File: config.mk
export PLATFORM = sky130hd
export DESIGN_NAME = dram_arbiter
export DESIGN_NICKNAME = d
export VERILOG_FILES = /design/src/rtl/dram_arbiter.sv
export SDC_FILE = /design/constraint.sdc
export NUM_CORES = 1
export LEC_CHECK = 0
export ABC_CLOCK_PERIOD_IN_PS = 2400
export CORE_MARGIN = 2
export CORE_UTILIZATION = 37
export DETAILED_ROUTE_END_ITERATION = 8
export PLACE_DENSITY = 0.88
export RECOVER_POWER = 100
export SLEW_MARGIN = 25
export SYNTH_ARGS = -nofsm -noshare
export SYNTH_HDL_FRONTEND = slang
export SYNTH_SLANG_ARGS = --single-unit
File: constraint.sdc
create_clock -name clk -period 2.4 [get_ports clk]
set_clock_uncertainty 0.15 [all_clocks]
set_input_delay 0.36 -clock clk [delete_from_list [all_inputs] [get_ports clk]]
set_output_delay 0.36 -clock clk [all_outputs]
set_load 0.005 [all_outputs]
File: src/rtl/dram_arbiter.sv
// dram_arbiter: shares one single-port DRAM among NUM_CORES cores, one access in flight at a time.
// Define DRAM_ARB_FIXED_PRIO_EN for fixed lowest-index-wins priority (no rr pointer); default is round-robin.
module dram_arbiter #(
  parameter int NUM_CORES = 4,
  parameter int ADDR_W    = 16,
  parameter int DATA_W    = 16,
  localparam int GW       = $clog2(NUM_CORES)
) (
  input  logic                        clk,
  input  logic                        rst_n,
  input  logic [NUM_CORES-1:0]        core_req,
  input  logic [NUM_CORES-1:0]        core_we,
  input  logic [NUM_CORES*ADDR_W-1:0] core_addr,
  input  logic [NUM_CORES*DATA_W-1:0] core_wdata,
  output logic [NUM_CORES-1:0]        core_ack,
  output logic [DATA_W-1:0]           core_rdata,
  output logic                        dram_we,
  output logic [ADDR_W-1:0]           dram_addr,
  output logic [DATA_W-1:0]           dram_wdata,
  input  logic [DATA_W-1:0]           dram_rdata,
  output logic [GW-1:0]               grant_id,
  output logic                        busy
);

  // state  | meaning
  // IDLE   | arbitrate among requesters, latch winner's access onto the DRAM port
  // ACCESS | DRAM samples the port at the closing edge
  // WAIT   | DRAM read data valid; capture it and raise ack
  // DONE   | ack pulse high for the granted core
  typedef enum logic [1:0] {IDLE, ACCESS, WAIT, DONE} state_t;

  state_t                state_q, state_d;
  logic                  dram_we_q, dram_we_d;
  logic [ADDR_W-1:0]     dram_addr_q, dram_addr_d;
  logic [DATA_W-1:0]     dram_wdata_q, dram_wdata_d;
  logic [NUM_CORES-1:0]  core_ack_q, core_ack_d;
  logic [DATA_W-1:0]     core_rdata_q, core_rdata_d;
  logic [GW-1:0]         grant_id_q, grant_id_d;
  logic                  busy_q, busy_d;
  logic                  acc_we_q, acc_we_d;
  logic                  found;
  logic [GW-1:0]         win;
  logic [GW-1:0]         sel;
`ifndef DRAM_ARB_FIXED_PRIO_EN
  logic [GW-1:0]         rr_q, rr_d;
`endif

  // First requester found while scanning upward from the search start.
  always_comb begin
    found = 1'b0;
    win   = '0;
    sel   = '0;
    for (int i = 0; i < NUM_CORES; i++) begin
`ifdef DRAM_ARB_FIXED_PRIO_EN
      sel = GW'(i);
`else
      sel = GW'((int'(rr_q) + i) % NUM_CORES);
`endif
      if (!found && core_req[sel]) begin
        found = 1'b1;
        win   = sel;
      end
    end
  end

  always_comb begin
    state_d      = state_q;
    dram_we_d    = dram_we_q;
    dram_addr_d  = dram_addr_q;
    dram_wdata_d = dram_wdata_q;
    core_ack_d   = '0;
    core_rdata_d = core_rdata_q;
    grant_id_d   = grant_id_q;
    acc_we_d     = acc_we_q;
`ifndef DRAM_ARB_FIXED_PRIO_EN
    rr_d         = rr_q;
`endif
    case (state_q)
      IDLE: begin
        dram_we_d = 1'b0;
        if (found) begin
          dram_addr_d  = core_addr[int'(win)*ADDR_W +: ADDR_W];
          dram_wdata_d = core_wdata[int'(win)*DATA_W +: DATA_W];
          dram_we_d    = core_we[win];
          acc_we_d     = core_we[win];
          grant_id_d   = win;
`ifndef DRAM_ARB_FIXED_PRIO_EN
          rr_d         = GW'((int'(win) + 1) % NUM_CORES);
`endif
          state_d      = ACCESS;
        end
      end
      ACCESS: begin
        dram_we_d = 1'b0;
        state_d   = WAIT;
      end
      WAIT: begin
        if (!acc_we_q) core_rdata_d = dram_rdata;
        core_ack_d[grant_id_q] = 1'b1;
        state_d = DONE;
      end
      DONE: state_d = IDLE;
      default: state_d = IDLE;
    endcase
    busy_d = (state_d != IDLE);
  end

  always_ff @(posedge clk or negedge rst_n) begin
    if (!rst_n) begin
      state_q      <= IDLE;
      dram_we_q    <= 1'b0;
      dram_addr_q  <= '0;
      dram_wdata_q <= '0;
      core_ack_q   <= '0;
      core_rdata_q <= '0;
      grant_id_q   <= '0;
      busy_q       <= 1'b0;
      acc_we_q     <= 1'b0;
`ifndef DRAM_ARB_FIXED_PRIO_EN
      rr_q         <= '0;
`endif
    end else begin
      state_q      <= state_d;
      dram_we_q    <= dram_we_d;
      dram_addr_q  <= dram_addr_d;
      dram_wdata_q <= dram_wdata_d;
      core_ack_q   <= core_ack_d;
      core_rdata_q <= core_rdata_d;
      grant_id_q   <= grant_id_d;
      busy_q       <= busy_d;
      acc_we_q     <= acc_we_d;
`ifndef DRAM_ARB_FIXED_PRIO_EN
      rr_q         <= rr_d;
`endif
    end
  end

  assign core_ack   = core_ack_q;
  assign core_rdata = core_rdata_q;
  assign dram_we    = dram_we_q;
  assign dram_addr  = dram_addr_q;
  assign dram_wdata = dram_wdata_q;
  assign grant_id   = grant_id_q;
  assign busy       = busy_q;

endmodule
* Word-level counts from Yosys, hierarchy flattened
Index checks and enable logic that the tools add are counted.
** Word-level totals
- Register bits :: 61
- Bits in latches :: 0
- RAM bits :: 0
- Bits in read-only memories :: 0
- Bits of input ports :: 154
- Logic and storage cells :: 64
- Memories :: 0
** Operators by class
- Add/subtract/negate cells :: 4
- Multiply operators :: 0
- Divide/modulo/power cells :: 0
- Order comparisons :: 7
- Eq/ne operators :: 3
- Shifts and indexed selects :: 2
- Mux-type cells :: 25
- Bitwise logic cells :: 1
- Reduce and logical (&&, ||, !) cells :: 12
** Operators with widths (number)
- variable part select 64 x 7 -> 16 bit :: 2
- less-than comparator 2 x 3 -> 1 bit, second input constant :: 6
- 2-to-1 mux 1 bit :: 11
- binary-select mux 1 bit (select 2 bit) :: 5
- 2-to-1 mux 2 bit :: 5
- case mux 2 bit (4 select lines) :: 1
- adder 2 x 1 -> 2 bit, second input constant :: 2
- adder 2 bit, second input constant :: 2
- equality test 2 bit, second input constant :: 2
- logical AND 1 bit :: 4
- 2-to-1 mux 4 bit :: 1
- AND reduction 2 bit :: 2
- nonzero test 2 bit :: 2
- logical NOT 1 bit :: 3
- demux 1 bit (select 2 bit) :: 1
- equality test 2 x 1 -> 1 bit, second input constant :: 1
- >= comparator 2 x 1 -> 1 bit, second input constant :: 1
- logical NOT 2 bit :: 1
- case mux 1 bit (2 select lines) :: 1
- NOT 1 bit :: 1

* Longest topological paths before layout
Gate-level depths: netlist (run 1).
- Depth after elaboration :: 16
- Mapped depth :: 9
- Depth with buffers taken out :: 5

* Least setup slack after synthesis (run 1)
Ideal clock, no wire load.
- Path type :: reg-to-reg
- From :: register state_q[0]
- To :: register core_rdata_q[10], in the netlist core_rdata[10]
- Arrival time :: 1644 ps
- Data required time :: 2125 ps
- Setup slack :: 481 ps
- Stages on the path, launching flop included :: 7
- Clock period less this slack :: 1919 ps
- Path through :: dfrtp_1 -> inv_1 -> ha_1 -> nor2b_1 -> clkbuf_1 -> buf_2 -> mux2_2
** Between the ends
- Longest elaborated chain between the ends :: 2
** Ends and longest elaborated chain
- start: declaration :: line 32 : state_t state_q, state_d;
- start signal: assignment :: line 123 : state_q <= state_d;
- equality test 2 bit :: line 78 : case (state_q)
- AND reduction 2 bit (no line)
- end signal: assignment :: line 128 : core_rdata_q <= core_rdata_d;
- end: declaration :: line 37 : logic [DATA_W-1:0] core_rdata_q, core_rdata_d;
Every way passes these cells.
A chain may end at the register's enable or synchronous reset.

* Worst setup path in the final report (run 1)
- From :: input core_req[1]
- To :: register dram_addr_q[9], in the netlist dram_addr[9]
** Between the ends
- Longest elaborated chain between the ends :: 13
- Elaborated cells between the ends (all ways) :: 24
** Ends and longest elaborated chain
- start: declaration :: line 11 : input logic [NUM_CORES-1:0] core_req,
- binary-select mux 1 bit (select 2 bit) :: line 59 : if (!found && core_req[sel]) begin
- 2-to-1 mux 1 bit (implied by the code) :: line 59
- 2-to-1 mux 1 bit :: line 59
- logical NOT 1 bit :: line 59
- logical AND 1 bit :: line 59
- 2-to-1 mux 1 bit :: line 59
- logical NOT 1 bit :: line 59
- logical AND 1 bit :: line 59
- 2-to-1 mux 1 bit :: line 59
- logical NOT 1 bit :: line 59
- logical AND 1 bit :: line 59
- 2-to-1 mux 2 bit / 2-to-1 mux 1 bit (equally long branches) :: line 59
- variable part select 64 x 7 -> 16 bit / AND reduction 2 bit (equally long branches)
- end signal: assignment :: line 125 : dram_addr_q <= dram_addr_d;
- end: declaration :: line 34 : logic [ADDR_W-1:0] dram_addr_q, dram_addr_d;
Several ways; a longest one is shown, not always the timed one. The select of a mux whose other input is x is not followed.

==> results.tsv, run 1 <==
stage	metric	value	unit
timing	Final Hold Viols	0	
placement	global placement routability congestion	0.809	
synth	average cell area after synthesis	11.5	sq um
synth	top-area cell type share of the netlist area	0.471	
detailed_routing	number of detailed-routing iterations run before antenna repair	4	
timing	worst hold margin	0.334	ns
placement	placed instance count	591	
worst_hold_path	Hold Crit Start	dram_addr[5]	
worst_setup_path	category of the worst setup path capture point	register	
timing	total count of max-transition violations in the final report	0	
worst_setup_path	data required time at the worst endpoint	2.44	ns
worst_setup_path	capturing point of the worst reg2reg path	dram_wdata[1]	
floorplan	width of the die	97.6	um
cells_and_area	number of antenna cells inserted	0	
timing	setup repair after global routing missed its margin	false	
global_routing	initial antenna violation count	0	
worst_setup_path	worst flop-to-flop path startpoint	rr_q[1]	
global_routing	largest net degree at the start of global routing	36	
timing	sum of negative setup slack	0	ns
placement	Placed Instance Area	5500	sq um
clocking	CTS Buffer Depth	2	
floorplan	effective utilization at floorplan	0.377	
synth	top area cells in the synthesized netlist	sky130_fd_sc_hd__dfrtp_1 (47%), sky130_fd_sc_hd__mux2i_1 (20%), sky130_fd_sc_hd__o221ai_1 (8.6%)	
cells_and_area	fin nets	653	
timing	highest attainable clock frequency	452	MHz
worst_setup_path	CP Launch Type	input pin	
detailed_routing	detail-routed net length per standard cell	16.4	um
placement	HPWL after detailed placement	7840	um
power_and_ir_drop	Power Dens Cells	992	nW/um^2
worst_setup_path	CP Data Arrival Time	2.25	ns
global_routing	vias in the first global route	3320	
floorplan	number of primary I/O pins	210	
cells_and_area	layout overhead on the synthesized area	75.9	%
worst_hold_path	hold crit path type	reg2reg	
synth	post-synthesis xor/xnor area fraction	0	
timing	final count of negative-setup-slack endpoints	0	
cells_and_area	Post-Route Utilization	0.664	
cells_and_area	final instance count without filler cells	607	
worst_setup_path	depth of the worst register-to-register path	6	
timing	min setup slack post-route	0.189	ns
timing	Final Cycle Share	0.921	
clocking	number of buffers created by CTS	9	
synth	number of different library cells in the post-synthesis netlist	34	
clocking	H-tree depth	3	
worst_setup_path	kind of cell adding the most delay to the critical path	buffers and inverters	
floorplan	total die area	9530	sq um
worst_hold_path	worst-case hold path end point	dram_addr[5]	
synth	synthesis warning total	0	
worst_hold_path	Hold Crit Depth	2	
synth	main combinational cell family by area after synthesis	multiplexers	
outcome	result of the run	finished, final reports clean	
floorplan	die span in y	97.6	um
clocking	count of instances resized after the clock tree is built	0	
timing	relative max-transition margin	0.521	
detailed_routing	first-iteration detailed-routing DRC count	75	
timing	post-layout min period	2.21	ns
worst_setup_path	minimum setup slack among reg-to-reg paths	0.37	ns
cells_and_area	final std cell area, no fill	5700	sq um
detailed_routing	total number of vias	3110	
clocking	CTS clk-pin slew, worst paths	0.07	ns
detailed_routing	DR DRC count	0	
worst_setup_path	largest fanout on the critical path	16	
clocking	latest clock arrival within the worst-skew pair	0.33	ns
clocking	CTS tree	done	
timing	Worst Max-Slew Pin Slew	0.718	ns
placement	Port Buf Inserts	209	
synth	#FFs+latches synth	61	
worst_setup_path	buffers and inverters on the worst path	2	
synth	fraction of the mapped netlist area in compound gates	0.118	
global_routing	remaining global-route overflow	0	
global_routing	wire length of the first global-routing pass	16000	um
worst_setup_path	slowest cell on the critical path	sky130_fd_sc_hd__dlygate4sd3_1	
cells_and_area	fraction of layout instances using a drive strength above 1	0.104	
synth	gate count after technology mapping	281	
synth	Yosys top cell by area	sky130_fd_sc_hd__dfrtp_1	
synth	post-synthesis simple-gate area fraction	0.0845	
synth	netlist area before placement	3240	sq um
placement	worst slack after detailed placement	-0.0125	ns
clocking	number of buffers inserted to repair setup after CTS	0	
worst_setup_path	category of the critical setup timing path	in2reg	
floorplan	standard-cell row count	34	
power_and_ir_drop	Tot Pwr	5.66	mW
synth	Synthesized Nets	439	
power_and_ir_drop	LEAKAGE	2.50	nW
worst_setup_path	slowest cell delay on critical path	0.63	ns
worst_setup_path	CP cell instances	dlygate4sd3_1, or4_1, and2_0, nand2_1, buf_4, o221ai_1	
floorplan	total core area	8590	sq um
synth	Seq/Total Area, Yosys	0.471	
global_routing	GR Util All Layers	0.208	
synth	multiplexer fraction of the synthesized cell area	0.263	
clocking	master cell of the clock root buffer	sky130_fd_sc_hd__clkbuf_8	
power_and_ir_drop	worst vdd rail ir drop	0.000413	V
detailed_routing	antenna-violating nets left	0	
synth	adder and majority gate portion of the synthesized area	0.0154	
cells_and_area	FILL cells	658	
clocking	clock sink count	61	
detailed_routing	wirelength, routed	9930	um
detailed_routing	Via density	5.12	
run	max-cap check violation count	0	
-- layer usage --
metal,up-vias,part of all wire,GRT usage
li1,1468,-,-
met3,14,0.086,0.0698
met1,1463,0.39,0.238
met4,0,0.018,0.0620
met5,-,0,0
met2,165,0.50,0.368
-- layout make-up --
cell class	count	area (sq um)	area share
clock buffers	11	151	0.0266
clock inverters	4	47.5	0.00834
inverters	4	15.0	0.00263
multi-input cells	194	1560	0.273
flip-flops and latches	61	1530	0.268
well taps	108	135	0.0237
repair buffers	225	2270	0.398
-- report_power, final --
part	switching, mW	total [mW]	internal (mW)
sequential	0.287	1.82	1.54
combinational	1.24	2.92	1.68
clock	0.385	0.912	0.527
-- layout by cell type (no fill, tap or decap), types with 2 or more instances in the layout --
| cell | Yosys | routed |
|---|---|---|
| sky130_fd_sc_hd__buf_12 | 0 | 5 |
| sky130_fd_sc_hd__buf_4 | 1 | 8 |
| sky130_fd_sc_hd__inv_1 | 3 | 3 |
| sky130_fd_sc_hd__clkbuf_2 | 0 | 3 |
| sky130_fd_sc_hd__nand2_1 | 44 | 44 |
| sky130_fd_sc_hd__clkbuf_8 | 0 | 11 |
| sky130_fd_sc_hd__dlygate4sd3_1 | 0 | 58 |
| sky130_fd_sc_hd__o221ai_1 | 32 | 32 |
| sky130_fd_sc_hd__a21oi_1 | 3 | 3 |
| sky130_fd_sc_hd__clkdlybuf4s50_1 | 0 | 151 |
| sky130_fd_sc_hd__mux2_2 | 17 | 17 |
| sky130_fd_sc_hd__clkinv_2 | 0 | 2 |
| sky130_fd_sc_hd__dfrtp_1 | 61 | 61 |
| sky130_fd_sc_hd__a21boi_1 | 2 | 2 |
| sky130_fd_sc_hd__nor2b_1 | 2 | 2 |
| sky130_fd_sc_hd__o21ai_0 | 2 | 2 |
| sky130_fd_sc_hd__ha_1 | 4 | 4 |
| sky130_fd_sc_hd__nor2_1 | 3 | 3 |
| sky130_fd_sc_hd__mux2i_1 | 66 | 66 |
| sky130_fd_sc_hd__nand3_1 | 3 | 3 |
-- worst reg2reg max path, cell delays in order, from the launching register on --
cell	delay (ns)
sky130_fd_sc_hd__dfrtp_1	0.49
sky130_fd_sc_hd__a21oi_1	0.21
sky130_fd_sc_hd__o21ai_1	0.09
sky130_fd_sc_hd__o2bb2a_4	0.30
sky130_fd_sc_hd__buf_4	0.25
sky130_fd_sc_hd__mux2i_1	0.25
sky130_fd_sc_hd__o221ai_1	0.15
-- timing repair --
item	in CTS	in global routing
hold endpoints to repair	26	0
hold buffers	1	0
endpoints found under the setup margin	0	0
-- flip-flops by register name (all words and copies together) (netlist names) --
signal      count
core_rdata     16
dram_addr      16
dram_wdata     16
core_ack        4
grant_id        2
rr_q            2
state_q         2
acc_we_q        1
busy            1
dram_we         1
-- Yosys cell counts, drive strengths merged --
library cell  count
or3b              1
nand2b            1
dfrtp            61
o211ai            1
or2               2
nand3             3
o311ai            1
and3              1
nor3b             1
buf              20
nand2            44
and2              1
nor2              3
inv               4
or3               1
a21boi            2
o2bb2a            1
clkbuf            2
o221ai           33
a31oi             1
or4               1
mux2             17
nor2b             2
and3b             1
ha                4
mux2i            66
a21oi             3
o21ai             3
-- worst max-delay path by stage --
stage | startpoint | to | slack, ns | cells after the start
floorplan | state_q[0] | core_rdata[10] | 0.48 | 6
global placement | core_req[1] | dram_wdata[1] | 0.08 | 6
detailed placement | core_req[1] | dram_addr[9] | -0.01 | 6
CTS | core_req[1] | dram_addr[4] | 0.33 | 6
global route | core_req[1] | dram_addr[13] | 0.10 | 7
finish | core_req[1] | dram_addr[9] | 0.19 | 6
-- cells by family (layout without fill, tap and decap cells) --
kind of cell / Yosys count / after routing
buffers and inverters: 26 / 244
adder cells (fa/ha/maj): 4 / 4
multiplexers: 83 / 83
AO/OA/AOI/OAI: 45 / 45
AND/OR/NAND/NOR: 62 / 62
flip-flops: 61 / 61
(Power assumes the default switching activity.)
==> inputs of run 2 (changes only) <==
--- a/config.mk
+++ b/config.mk
@@ -6,6 +6,7 @@
 export NUM_CORES = 1
 export LEC_CHECK = 0
 export ABC_CLOCK_PERIOD_IN_PS = 2400
+export CAP_MARGIN = 20
 export CORE_MARGIN = 2
 export CORE_UTILIZATION = 37
 export DETAILED_ROUTE_END_ITERATION = 8
==> results of run 2 <==
Same layout as run 1: the final DEF is identical, and so are final timing and power.
==> inputs of run 3 (changes only) <==
--- a/config.mk
+++ b/config.mk
@@ -9,6 +9,7 @@
 export CAP_MARGIN = 20
 export CORE_MARGIN = 2
 export CORE_UTILIZATION = 37
+export CTS_CLUSTER_DIAMETER = 200
 export DETAILED_ROUTE_END_ITERATION = 8
 export PLACE_DENSITY = 0.88
 export RECOVER_POWER = 100
==> results of run 3 <==
Same layout as run 1: the final DEF is identical, and so are final timing and power.
